File: src/rtl/apb_gpio_dbint.sv
// apb_gpio_dbint: APB3 GPIO with per-pin sync, shared-threshold debounce and sticky W1C interrupts
module apb_gpio_dbint #(
    parameter int IO_NUM = 8,
    parameter int DB_W = 8,
    parameter logic [DB_W-1:0] DB_RESET = '0
) (
    input  logic              PCLK,
    input  logic              PRESET,
    input  logic              PSEL,
    input  logic              PENABLE,
    input  logic              PWRITE,
    input  logic [7:0]        PADDR,
    input  logic [31:0]       PWDATA,
    output logic [31:0]       PRDATA,
    output logic              PREADY,
    output logic              PSLVERR,
    input  logic [IO_NUM-1:0] GPIO_IN,
    output logic [IO_NUM-1:0] GPIO_OUT,
    output logic [IO_NUM-1:0] GPIO_OE,
    output logic [IO_NUM-1:0] INT,
    output logic              INT_OR
);
    logic [5:0]        idx;
    logic              acc, err, wr;
    logic [IO_NUM-1:0] data_out, oe, int_en, int_edge, int_pol, int_both, int_stat;
    logic [IO_NUM-1:0] sync1, sync2, stable, prev;
    logic [IO_NUM-1:0] rise, fall, edge_ev, level_ev, ev, w1c, stat_next;
    logic [DB_W-1:0]   debounce;
    logic [31:0]       rd;
    logic              int_or_q;
    logic              unused_ok;

    assign idx = PADDR[7:2];
    assign acc = PSEL & PENABLE;
    assign err = acc & ((idx > 6'd8) | (PWRITE & (idx == 6'd0)));
    assign wr = acc & PWRITE & ~err;
    assign PSLVERR = err;
    assign PREADY = 1'b1;
    assign unused_ok = ^{PADDR[1:0], PWDATA};

    always_comb begin
        rd = '0;
        case (idx)
            6'd0: rd = 32'(stable);
            6'd1: rd = 32'(data_out);
            6'd2: rd = 32'(oe);
            6'd3: rd = 32'(int_en);
            6'd4: rd = 32'(int_edge);
            6'd5: rd = 32'(int_pol);
            6'd6: rd = 32'(int_both);
            6'd7: rd = 32'(int_stat);
            6'd8: rd = 32'(debounce);
            default: rd = '0;
        endcase
    end
    assign PRDATA = PSEL ? rd : '0;

    always_ff @(posedge PCLK or posedge PRESET) begin
        if (PRESET) begin
            data_out <= '0;
            oe       <= '0;
            int_en   <= '0;
            int_edge <= '0;
            int_pol  <= '0;
            int_both <= '0;
            debounce <= DB_RESET;
        end else if (wr) begin
            case (idx)
                6'd1: data_out <= PWDATA[IO_NUM-1:0];
                6'd2: oe       <= PWDATA[IO_NUM-1:0];
                6'd3: int_en   <= PWDATA[IO_NUM-1:0];
                6'd4: int_edge <= PWDATA[IO_NUM-1:0];
                6'd5: int_pol  <= PWDATA[IO_NUM-1:0];
                6'd6: int_both <= PWDATA[IO_NUM-1:0];
                6'd8: debounce <= PWDATA[DB_W-1:0];
                default: ;
            endcase
        end
    end

    always_ff @(posedge PCLK or posedge PRESET) begin
        if (PRESET) begin
            sync1 <= '0;
            sync2 <= '0;
        end else begin
            sync1 <= GPIO_IN;
            sync2 <= sync1;
        end
    end

    // >= rather than == so lowering DEBOUNCE mid-count commits on the next mismatch
    for (genvar i = 0; i < IO_NUM; i++) begin : g_db
        logic [DB_W-1:0] cnt;
        logic            st;
        always_ff @(posedge PCLK or posedge PRESET) begin
            if (PRESET) begin
                cnt <= '0;
                st  <= 1'b0;
            end else if (debounce == '0) begin
                cnt <= '0;
                st  <= sync2[i];
            end else if (sync2[i] == st) begin
                cnt <= '0;
            end else if (cnt >= debounce - DB_W'(1)) begin
                cnt <= '0;
                st  <= sync2[i];
            end else begin
                cnt <= cnt + DB_W'(1);
            end
        end
        assign stable[i] = st;
    end

    assign rise = stable & ~prev;
    assign fall = ~stable & prev;
    assign edge_ev = (int_both & (rise | fall)) | (~int_both & ((int_pol & rise) | (~int_pol & fall)));
    assign level_ev = (int_pol & stable) | (~int_pol & ~stable);
    assign ev = (int_edge & edge_ev) | (~int_edge & level_ev);
    assign w1c = (wr && idx == 6'd7) ? PWDATA[IO_NUM-1:0] : '0;
    assign stat_next = (int_stat & ~w1c) | (ev & int_en);

    always_ff @(posedge PCLK or posedge PRESET) begin
        if (PRESET) begin
            prev     <= '0;
            int_stat <= '0;
            int_or_q <= 1'b0;
        end else begin
            prev     <= stable;
            int_stat <= stat_next;
            int_or_q <= |stat_next;
        end
    end

    assign GPIO_OUT = data_out;
    assign GPIO_OE = oe;
    assign INT = int_stat;
    assign INT_OR = int_or_q;
endmodule

File: config.mk
export PLATFORM = sky130hd
export DESIGN_NAME = apb_gpio_dbint
export DESIGN_NICKNAME = d
export VERILOG_FILES = /design/src/rtl/apb_gpio_dbint.sv
export SDC_FILE = /design/constraint.sdc
export NUM_CORES = 1
export LEC_CHECK = 0
export ABC_AREA = 1
export CORE_MARGIN = 4
export CORE_UTILIZATION = 57
export DETAILED_ROUTE_END_ITERATION = 6
export GPL_TIMING_DRIVEN = 0
export HOLD_SLACK_MARGIN = 0.08
export PLACE_DENSITY = 0.81
export SLEW_MARGIN = 20
export SYNTH_ARGS = -nofsm -noshare
export SYNTH_HDL_FRONTEND = slang
export SYNTH_SLANG_ARGS = --single-unit
File: constraint.sdc
create_clock -name PCLK -period 6.93 [get_ports PCLK]
set_input_delay 0.693 -clock PCLK [delete_from_list [all_inputs] [get_ports PCLK]]
set_output_delay 0.693 -clock PCLK [all_outputs]
set_load 0.02 [all_outputs]
==> results by group, run 1 <==
Power and ir drop
  – Max VDD drop: 215 uV
  – Leak: roughly 5.5 nW
  – Power Total: 2.49 mW
  – Power Density: between 200 and 250 nW/um^2

Timing
  – Slew @ Worst Pin: 1.09 ns
  – Final Skew: roughly 0.008 ns
  – Worst slew margin: 0.269
  – Final worst path period share: 0.561
  – F_max: 257 MHz
  – Final Max Tran Viols: 0
  – Final min period: between 3 and 4 ns
  – Setup ws final: about 3 ns
  – # setup viols final: 0
  – Fin Hold WS: about 0.35 ns
  – Fin. Hold Viols: 0
  – RSZ-0062 raised after global routing: no

Synthesis
  – Ys Warns: 0
  – Sequential element share of the synthesized area: 0.417
  – Synth top area cells: dfrtp_1 42%, nand2_1 12%, ha_1 8.5%
  – Top cell type's share of synthesized area: 0.417
  – Synthesized flop and latch total: 161
  – Leading area contributor after synthesis: dfrtp_1
  – Syn_area_per_cell: 7.99 um^2
  – Synth Cell Area: ~9700 um^2
  – Synth unique cells: between 40 and 50
  – Post-Syn Instances: 1210

Worst hold path
  – Hold Crit Depth: 0
  – Hold WC Path Type: reg -> reg
  – Hold Crit Endpoint: sync2[1]
  – Min-Delay Startpoint: sync1[1]

Global routing
  – Largest net degree at the start of global routing: 88
  – All-Layer GR Usage: 0.243
  – Initial antenna violation count: 0
  – Vias in the first global route: ~8000
  – First-pass GRT wire length: between 30000 and 40000 um
  – Total congestion overflow: 0

Critical path
  – Crit path buffers/inverters: 3
  – Maximum fanout along the worst path: 10
  – Crit. End Element: output port
  – Arrival time worst endpoint: between 3 and 4 ns
  – CP max stage cell: clkdlybuf4s50_1
  – RR Startpoint: debounce[0]
  – Worst reg-to-reg setup slack: 3.73 ns
  – CP Launch Type: input port
  – CP top delay family: buffers and inverters
  – R2r endpoint: g_db[7].cnt[6]
  – CP max stage delay: 0.65 ns
  – Critical path class: in -> out
  – FF-to-FF path depth: 13
  – Critical path required time: 6.24 ns
  – CP cell instances: clkdlybuf4s50_1 > nor2_1 > nand3_2 > buf_4 > o22ai_1 > a21oi_1 > a21oi_1 > clkdlybuf4s50_1

Final layout
  – Ant. Diodes: 0
  – Layout cell share with drive strength beyond 1: 0.103
  – Area Growth Syn to Fin: 16.4%
  – Final std cells w/o fill: 1544
  – Final net count: 1431
  – Post-layout instance area: approximately 11000 um^2

Placed design
  – HPWL Detailed: between 15000 and 20000 um
  – Port bufs: 59
  – Place WS: a little over 3 ns
  – Placed cells: between 1500 and 2000
  – Placed Area: around 11000 um^2
  – Final GP Congestion: 0.887

Clock tree
  – # Post-CTS Setup Buffers: 0
  – Clk_lat worst skew: 0.43 ns
  – Hold buffer count at cts: 0
  – Root buffer cell: clkbuf_16
  – Clock tree buffer depth: 2
  – Num CTS Buffers: 17
  – H-tree Lvls: 4
  – Num Clock Sinks: approximately 160
  – Post_cts resized: 0
  – TritonCTS clock tree: done
  – Reg clk slew, reported paths: about 0.06 ns

Routing
  – Vias: between 8000 and 9000
  – Initial DRC Count: between 600 and 700
  – Pre-Repair DR Iteration Count: 5
  – Residual DRC count: 0
  – Avg Vias per Cell: between 5 and 6
  – Routed WL: approximately 23000 um
  – Routed Antenna Nets: 0
  – Wire length per cell: 14.6 um

Floorplanning
  – Core ar.: between 15000 and 20000 um^2
  – Ports: 112
  – Row cnt: 47
  – Die area: ~19000 um^2
  – Die Wd: between 100 and 150 um
  – Initial Util: 0.583
  – Chip Height: 138 um

Status
  – Status: complete, no violations

Flow run
  – Max-capacitance violation count: 0
-- sequential cells by signal (all words and copies together) (netlist names) --
signal	count
GPIO_OUT	8
sync2	8
g_db.st	8
prev	8
debounce	8
INT_OR	1
int_en	8
int_both	8
int_pol	8
int_edge	8
g_db.cnt	64
sync1	8
INT	8
GPIO_OE	8
-- cell type report --
type / instances / area [um^2]
Tap cell: 220 / 275
Sequential cell: 161 / 4030
Fill cell: 1368 / 5330
Clock buffer: 22 / 494
Inverter: 186 / 706
Clock inverter: 9 / 105
Timing Repair Buffer: 60 / 618
Multi-Input combinational cell: 850 / 4770
Buffer: 36 / 258
-- worst register-to-register path: cells and delay by family (launching register included) --
kind,cells,cell delay [ns]
xor+xnor,1,0.86
simple gates,9,0.81
fa+ha+maj,2,0.79
flops,1,0.34
buf+inv,1,0.31
-- placed cells by master (no fill, tap or decap), types with 8 or more instances in the layout --
cell type	synthesis	final
nand3_1	52	52
a21oi_1	34	34
nor2_1	118	118
o21ai_0	68	68
conb_1	2	25
inv_1	180	179
clkbuf_16	0	17
nand3b_1	14	14
ha_1	66	66
nor2_2	20	20
clkdlybuf4s50_1	0	59
dfrtp_1	161	161
buf_2	8	8
xor2_1	40	40
nand2_2	9	9
nand2_1	310	310
nor3_1	8	8
o21ai_1	19	19
buf_4	26	26
o22ai_1	11	11
-- cells by family after synthesis --
group                    share of synthesized area
AND/OR/NAND/NOR                              0.273
XOR/XNOR                                    0.0417
AO/OA/AOI/OAI                               0.0838
other                                     0.000777
flip-flops                                   0.417
adder cells (fa/ha/maj)                     0.0854
buffers and inverters                       0.0989
-- per-layer routing --
layer,wire length (um),global-route usage,vias to the layer above
li1,-,-,3963
met3,1260,0.0590,59
met1,9570,0.307,3874
met5,0,0,-
met4,667,0.0868,0
met2,11100,0.411,233
-- report_power, final --
part           switching [mW]  internal, mW
Combinational           0.312         0.165
Clock                   0.375         0.574
Sequential             0.0683         0.998
Total                   0.755          1.74
-- cell usage after synthesis --
master / count
a21oi_2: 5
nor3_1: 8
nand4_2: 2
inv_1: 180
o211ai_1: 2
conb_1: 2
nor2_2: 20
nor2_1: 118
o21ai_1: 19
nor2_4: 6
a21boi_1: 2
nand2_1: 310
o21ai_0: 68
clkinv_1: 3
o22ai_1: 11
nand3b_1: 14
o21ai_4: 1
a21oi_4: 1
xnor2_1: 6
nand3_2: 6
nand4_1: 3
buf_4: 26
nand3_4: 4
o21ai_2: 1
nor3_4: 1
ha_1: 66
nand2_4: 2
dfrtp_1: 161
xor2_1: 40
inv_2: 3
a31oi_1: 2
a21boi_0: 1
nor4_1: 3
a21oi_1: 34
nand2_2: 9
buf_2: 8
nor3b_1: 1
nand4_4: 6
buf_6: 2
nand3_1: 52
and3_1: 1
-- stage by stage --
stage	TNS [ns]	util
detailed placement	0	0.642
global placement	-32.25	0.640
global route	0	0.678
floorplan	0	-
CTS	0	0.678
finish	0	0.678
-- worst max-delay path by stage --
stage,startpoint,to,slack [ns],cells after the start
after floorplan,PRESET,GPIO_OE[0],1.89,1
after global placement,PRESET,g_db[2].cnt[4],-0.21,2
after detailed placement,PADDR[5],PRDATA[3],3.08,8
after CTS,PADDR[5],PRDATA[3],3.08,8
after global routing,PADDR[6],PRDATA[0],2.92,11
final,PADDR[5],PRDATA[5],3.05,8
(Power assumes the default switching activity.)
==> run 2, diff against run 1 <==
==> constraint.sdc (replaced) <==
create_clock -name PCLK -period 3.6 [get_ports PCLK]
set_input_delay 0.36 -clock PCLK [delete_from_list [all_inputs] [get_ports PCLK]]
set_output_delay 0.36 -clock PCLK [all_outputs]
set_load 0.02 [all_outputs]
==> run 2 against run 1 <==
  * Sequential share of layout area fell by 0.25 points
  * Register-to-register slack got worse by 3.2 ns
  * Power is 94% higher
  * Non-clock buffer count is 4 higher
  * Global-route usage is essentially flat
  * Sequential cell count did not move
  * First-iteration DRC count unchanged
  * Critical path depth stayed put
==> results by group, run 2 (synthesis gave the netlist of run 1 again) <==
Status
  – Status: complete, no violations

Final layout
  – Most flop-heavy register: g_db.cnt
  – Final std cells w/o fill: around 1500
  – Reg area: a little over 4000 um^2
  – Commonest cells after routing, fill and taps aside: 310 x nand2_1, 179 x inv_1, 161 x dfrtp_1, 118 x nor2_1, 68 x o21ai_0
  – Layout Utilization: 0.683
  – Filler cell count: 1309
  – Ant. Diodes: 0
  – Max reg flops: 64
  – Layout cell share with drive strength beyond 1: 0.106
  – Area Growth Syn to Fin: 17.2%
  – Commonest non-fill, non-tap cell in the layout: nand2_1
  – Final net count: approximately 1400
  – Multi-input logic area: approximately 4800 um^2
  – Post-layout instance area: roughly 11000 um^2

Timing
  – Setup TNS: 0 ns
  – Fin. Hold Viols: 0
  – Setup ws final: 0.386 ns
  – Final Skew: 0.00791 ns
  – Final Max Tran Viols: 0
  – Final worst path period share: 0.893
  – Final min period: between 3 and 4 ns
  – Worst slew margin: 0.270
  – RSZ-0062 raised after global routing: no
  – F_max: just over 300 MHz
  – # setup viols final: 0
  – Slew @ Worst Pin: between 1 and 1.5 ns

Critical path
  – Critical path required time: roughly 3.2 ns
  – Worst reg-to-reg setup slack: slightly above 0.5 ns
  – RR Startpoint: debounce[0]
  – CP top delay family: buffers and inverters
  – FF-to-FF path depth: 11
  – Crit. End Element: output port
  – Crit path buffers/inverters: 3
  – Arrival time worst endpoint: approximately 2.9 ns
  – R2r endpoint: g_db[7].cnt[3]
  – CP max stage cell: clkdlybuf4s50_1
  – CP max stage delay: roughly 0.64 ns
  – Critical path class: in -> out
  – Maximum fanout along the worst path: 10
  – CP Launch Type: input port
  – CP cell instances: clkdlybuf4s50_1 > nor2_4 > nand3_2 > buf_4 > o22ai_1 > a21oi_1 > a21oi_1 > clkdlybuf4s50_1

Clock tree
  – Num CTS Buffers: 17
  – H-tree Lvls: 4
  – Clk_lat worst skew: 0.43 ns
  – # Post-CTS Setup Buffers: 0
  – Root buffer cell: clkbuf_16
  – TritonCTS clock tree: done
  – Clock tree buffer depth: 2
  – Reg clk slew, reported paths: 0.06 ns
  – Hold buffer count at cts: 0
  – Post_cts resized: 0
  – Num Clock Sinks: between 150 and 200

Global routing
  – Vias in the first global route: between 7000 and 8000
  – Largest net degree at the start of global routing: 35
  – Initial antenna violation count: 0
  – Total congestion overflow: 0
  – All-Layer GR Usage: 0.243
  – First-pass GRT wire length: around 38000 um

Routing
  – Residual DRC count: 0
  – Avg Vias per Cell: roughly 5.2
  – Routed Antenna Nets: 0
  – Initial DRC Count: between 600 and 700
  – Wire length per cell: ~15 um
  – Pre-Repair DR Iteration Count: 6
  – Routed WL: approximately 23000 um
  – Vias: a little over 8000

Power and ir drop
  – Power Density: between 400 and 500 nW/um^2
  – Leak: around 5.5 nW
  – Max VDD drop: around 370 uV

Floorplanning
  – Initial Util: 0.583
  – Row cnt: 47
  – Ports: approximately 110
  – Chip Height: ~140 um
  – Die Wd: about 140 um
  – Core ar.: between 15000 and 20000 um^2
  – Die area: 19100 um^2

Placed design
  – Port bufs: 59
  – Place WS: roughly 0.32 ns
  – Placed Area: between 10000 and 15000 um^2
  – HPWL Detailed: between 15000 and 20000 um
  – Final GP Congestion: ~0.9
  – Placed cells: roughly 1500

Flow run
  – Max-capacitance violation count: 0

Worst hold path
  – Hold WC Path Type: in -> async
==> run 2: layout make-up <==
cell class / instances / area share
Buffer: 36 / 0.0227
Timing Repair Buffer: 64 / 0.0610
Clock inverter: 13 / 0.0144
Inverter: 186 / 0.0620
Sequential cell: 161 / 0.356
Multi-Input combinational cell: 850 / 0.421
Tap cell: 220 / 0.0243
Clock buffer: 18 / 0.0388
==> run 2: worst max path at each step <==
stage	to	slack, ns	start	cells past startpoint
after global placement	sync2[1]	-0.16	PRESET	2
after floorplan	GPIO_OE[0]	1.20	PRESET	1
final	PRDATA[0]	0.39	PADDR[2]	8
after CTS	g_db[7].cnt[3]	0.31	debounce[0]	13
after detailed placement	g_db[7].cnt[3]	0.32	debounce[0]	13
after global routing	PRDATA[0]	0.26	PADDR[6]	11
==> run 2: through the flow <==
stage / total power [mW] / hold WS [ns]
after global routing: 5.08 / 0.283
after detailed placement: 3.00 / 0.337
after global placement: 2.94 / 0.333
final: 4.83 / 0.265
after floorplan: 2.70 / 0.331
after CTS: 4.85 / 0.263
==> run 2: power by group <==
part           internal (mW)  switching [mW]
clock network           1.10           0.735
logic                  0.329           0.609
registers               1.92           0.133
total                   3.35            1.48
==> run 2: metal layers <==
layer / vias to the layer above / part of all wire / track usage
met5: - / 0 / 0
met1: 3822 / 0.42 / 0.301
met2: 243 / 0.49 / 0.421
met3: 60 / 0.052 / 0.0414
met4: 0 / 0.035 / 0.107
li1: 3980 / - / -
==> run 3, diff against run 2 <==
--- a/config.mk
+++ b/config.mk
@@ -12,7 +12,6 @@
 export GPL_TIMING_DRIVEN = 0
 export HOLD_SLACK_MARGIN = 0.08
 export PLACE_DENSITY = 0.81
-export SLEW_MARGIN = 20
 export SYNTH_ARGS = -nofsm -noshare
 export SYNTH_HDL_FRONTEND = slang
 export SYNTH_SLANG_ARGS = --single-unit
==> run 3 against run 2 <==
  * Cell count unchanged
  * Sequential power about the same
  * Clock power barely moved
  * Highest routed layer unchanged
  * First-iteration DRC count rose by 5.6%
  * Register-to-register slack worse by 0.15 ns
  * Worst hold slack gained 0.084 ns
  * Critical path depth up 5
  * Global-route usage is 0.21 points lower
==> results by group, run 3 (synthesis gave the netlist of run 1 again) <==
Timing
  – Final min period: roughly 3.2 ns
  – Slew @ Worst Pin: about 1.2 ns
  – Setup ws final: ~0.36 ns
  – RSZ-0062 raised after global routing: no
  – Fin Hold WS: approximately 0.35 ns
  – Worst slew margin: 0.207
  – Final Max Tran Viols: 0
  – Final worst path period share: 0.899
  – F_max: between 300 and 400 MHz
  – # setup viols final: 0
  – Final Skew: between 0.008 and 0.009 ns
  – Fin. Hold Viols: 0

Final layout
  – Reg area: between 4000 and 5000 um^2
  – Ant. Diodes: 0
  – Layout cell share with drive strength beyond 1: 0.105
  – Post-layout instance area: approximately 11000 um^2
  – Commonest cells after routing, fill and taps aside: 310 x nand2_1, 179 x inv_1, 161 x dfrtp_1, 118 x nor2_1, 68 x o21ai_0
  – Multi-input logic area: ~4800 um^2
  – Commonest non-fill, non-tap cell in the layout: nand2_1
  – Filler cell count: 1346
  – Area Growth Syn to Fin: 17.0%
  – Most flop-heavy register: g_db.cnt
  – Final net count: about 1400
  – Layout Utilization: 0.682
  – Max reg flops: 64

Placed design
  – Place WS: around 0.37 ns
  – Placed Area: between 10000 and 15000 um^2
  – HPWL Detailed: between 15000 and 20000 um
  – Port bufs: slightly below 60
  – Final GP Congestion: around 0.88

Clock tree
  – # Post-CTS Setup Buffers: 0
  – Num Clock Sinks: around 160
  – Hold buffer count at cts: 0
  – Root buffer cell: clkbuf_16
  – Reg clk slew, reported paths: roughly 0.060 ns
  – Num CTS Buffers: 17
  – Clock tree buffer depth: 2
  – H-tree Lvls: 4
  – TritonCTS clock tree: done
  – Clk_lat worst skew: 0.44 ns
  – Post_cts resized: 0

Floorplanning
  – Ports: 112
  – Die area: around 19000 um^2
  – Row cnt: 47
  – Core ar.: 16600 um^2
  – Die Wd: between 100 and 150 um
  – Chip Height: 138 um
  – Initial Util: 0.583

Global routing
  – First-pass GRT wire length: 37800 um
  – Largest net degree at the start of global routing: 43
  – All-Layer GR Usage: 0.241
  – GR peak layer: met2
  – Total congestion overflow: 0
  – Met3 usage: 0.0470
  – GR Layer Usage met2: 0.412
  – Vias in the first global route: around 8000
  – Met1 usage: 0.304
  – Initial antenna violation count: 0

Routing
  – Routed WL: between 20000 and 25000 um
  – Pre-Repair DR Iteration Count: 5
  – Wire length per cell: roughly 14 um
  – Avg Vias per Cell: between 5 and 6
  – Vias: between 8000 and 9000
  – Residual DRC count: 0
  – Routed Antenna Nets: 0
  – Initial DRC Count: between 600 and 700

Status
  – Status: complete, no violations

Power and ir drop
  – Max VDD drop: ~380 uV
  – Leak: around 5.5 nW
  – Power Density: 428 nW/um^2

Critical path
  – CP Launch Type: flop
  – Arrival time worst endpoint: 3.60 ns
  – Crit. End Element: flop
  – Critical path class: reg -> reg
  – Maximum fanout along the worst path: 14
  – Critical path required time: roughly 4 ns

Worst hold path
  – Hold WC Path Type: reg -> reg

Flow run
  – Max-capacitance violation count: 0
## run 3: cell count changes in the layout (fill, tap and decap cells not counted), sizes merged
cell      change
buf           -1
clkbuf        +1
clkinv        -2
clkinvlp      +3
inv           -1
## run 3: path summary, 6_finish.rpt
kind,startpoint,slack [ns],end,cells past startpoint
min,sync1[2],0.35,sync2[2],0
max,debounce[0],0.36,g_db[7].cnt[3],13
max in group asynchronous,PRESET,2.43,g_db[0].cnt[5],4
min reg2reg,sync1[2],0.35,sync2[2],0
max reg2reg,debounce[0],0.36,g_db[7].cnt[3],13
min in group asynchronous,PRESET,0.37,int_pol[5],2
## run 3: power breakdown
group	switching, mW	internal, mW
combinational	0.605	0.326
clock	0.751	1.11
sequential	0.131	1.92
total	1.49	3.35
## run 3: worst max-delay path, cell delays in order (launching register included)
cell	delay, ns
dfrtp_1	0.34
inv_1	0.32
ha_1	0.40
xnor2_1	0.93
ha_1	0.40
nand2_1	0.07
nand2_1	0.04
nand2_1	0.05
nand2_1	0.05
nand2_1	0.05
nand2_1	0.06
nand2_1	0.11
nand3_2	0.20
nor2_1	0.15
## run 3: stage by stage
| step | TNS, ns | instances | power [mW] |
|---|---|---|---|
| 2_1_floorplan | 0 | 1233 | 2.70 |
| 3_3_place_gp | -24.27 | 1512 | 2.94 |
| 3_5_place_dp | 0 | 1516 | 3.00 |
| 4_1_cts | 0 | 1548 | 4.85 |
| 5_1_grt | 0 | 1548 | 5.08 |
| 6_report | 0 | 1548 | 4.84 |
## run 3: cell type report
cell class | count | share of cell area
multi-input combinational | 850 | 0.422
clock buffer | 19 | 0.0392
clock inverter | 13 | 0.0144
inverter | 186 | 0.0621
sequential | 161 | 0.356
tap | 220 | 0.0243
buffer | 36 | 0.0228
timing repair buffer | 63 | 0.0593
## run 3: layer usage
layer	up-vias	part of all wire
met4	0	0.033
met5	-	0
li1	3978	-
met2	253	0.48
met1	3746	0.43
met3	54	0.052
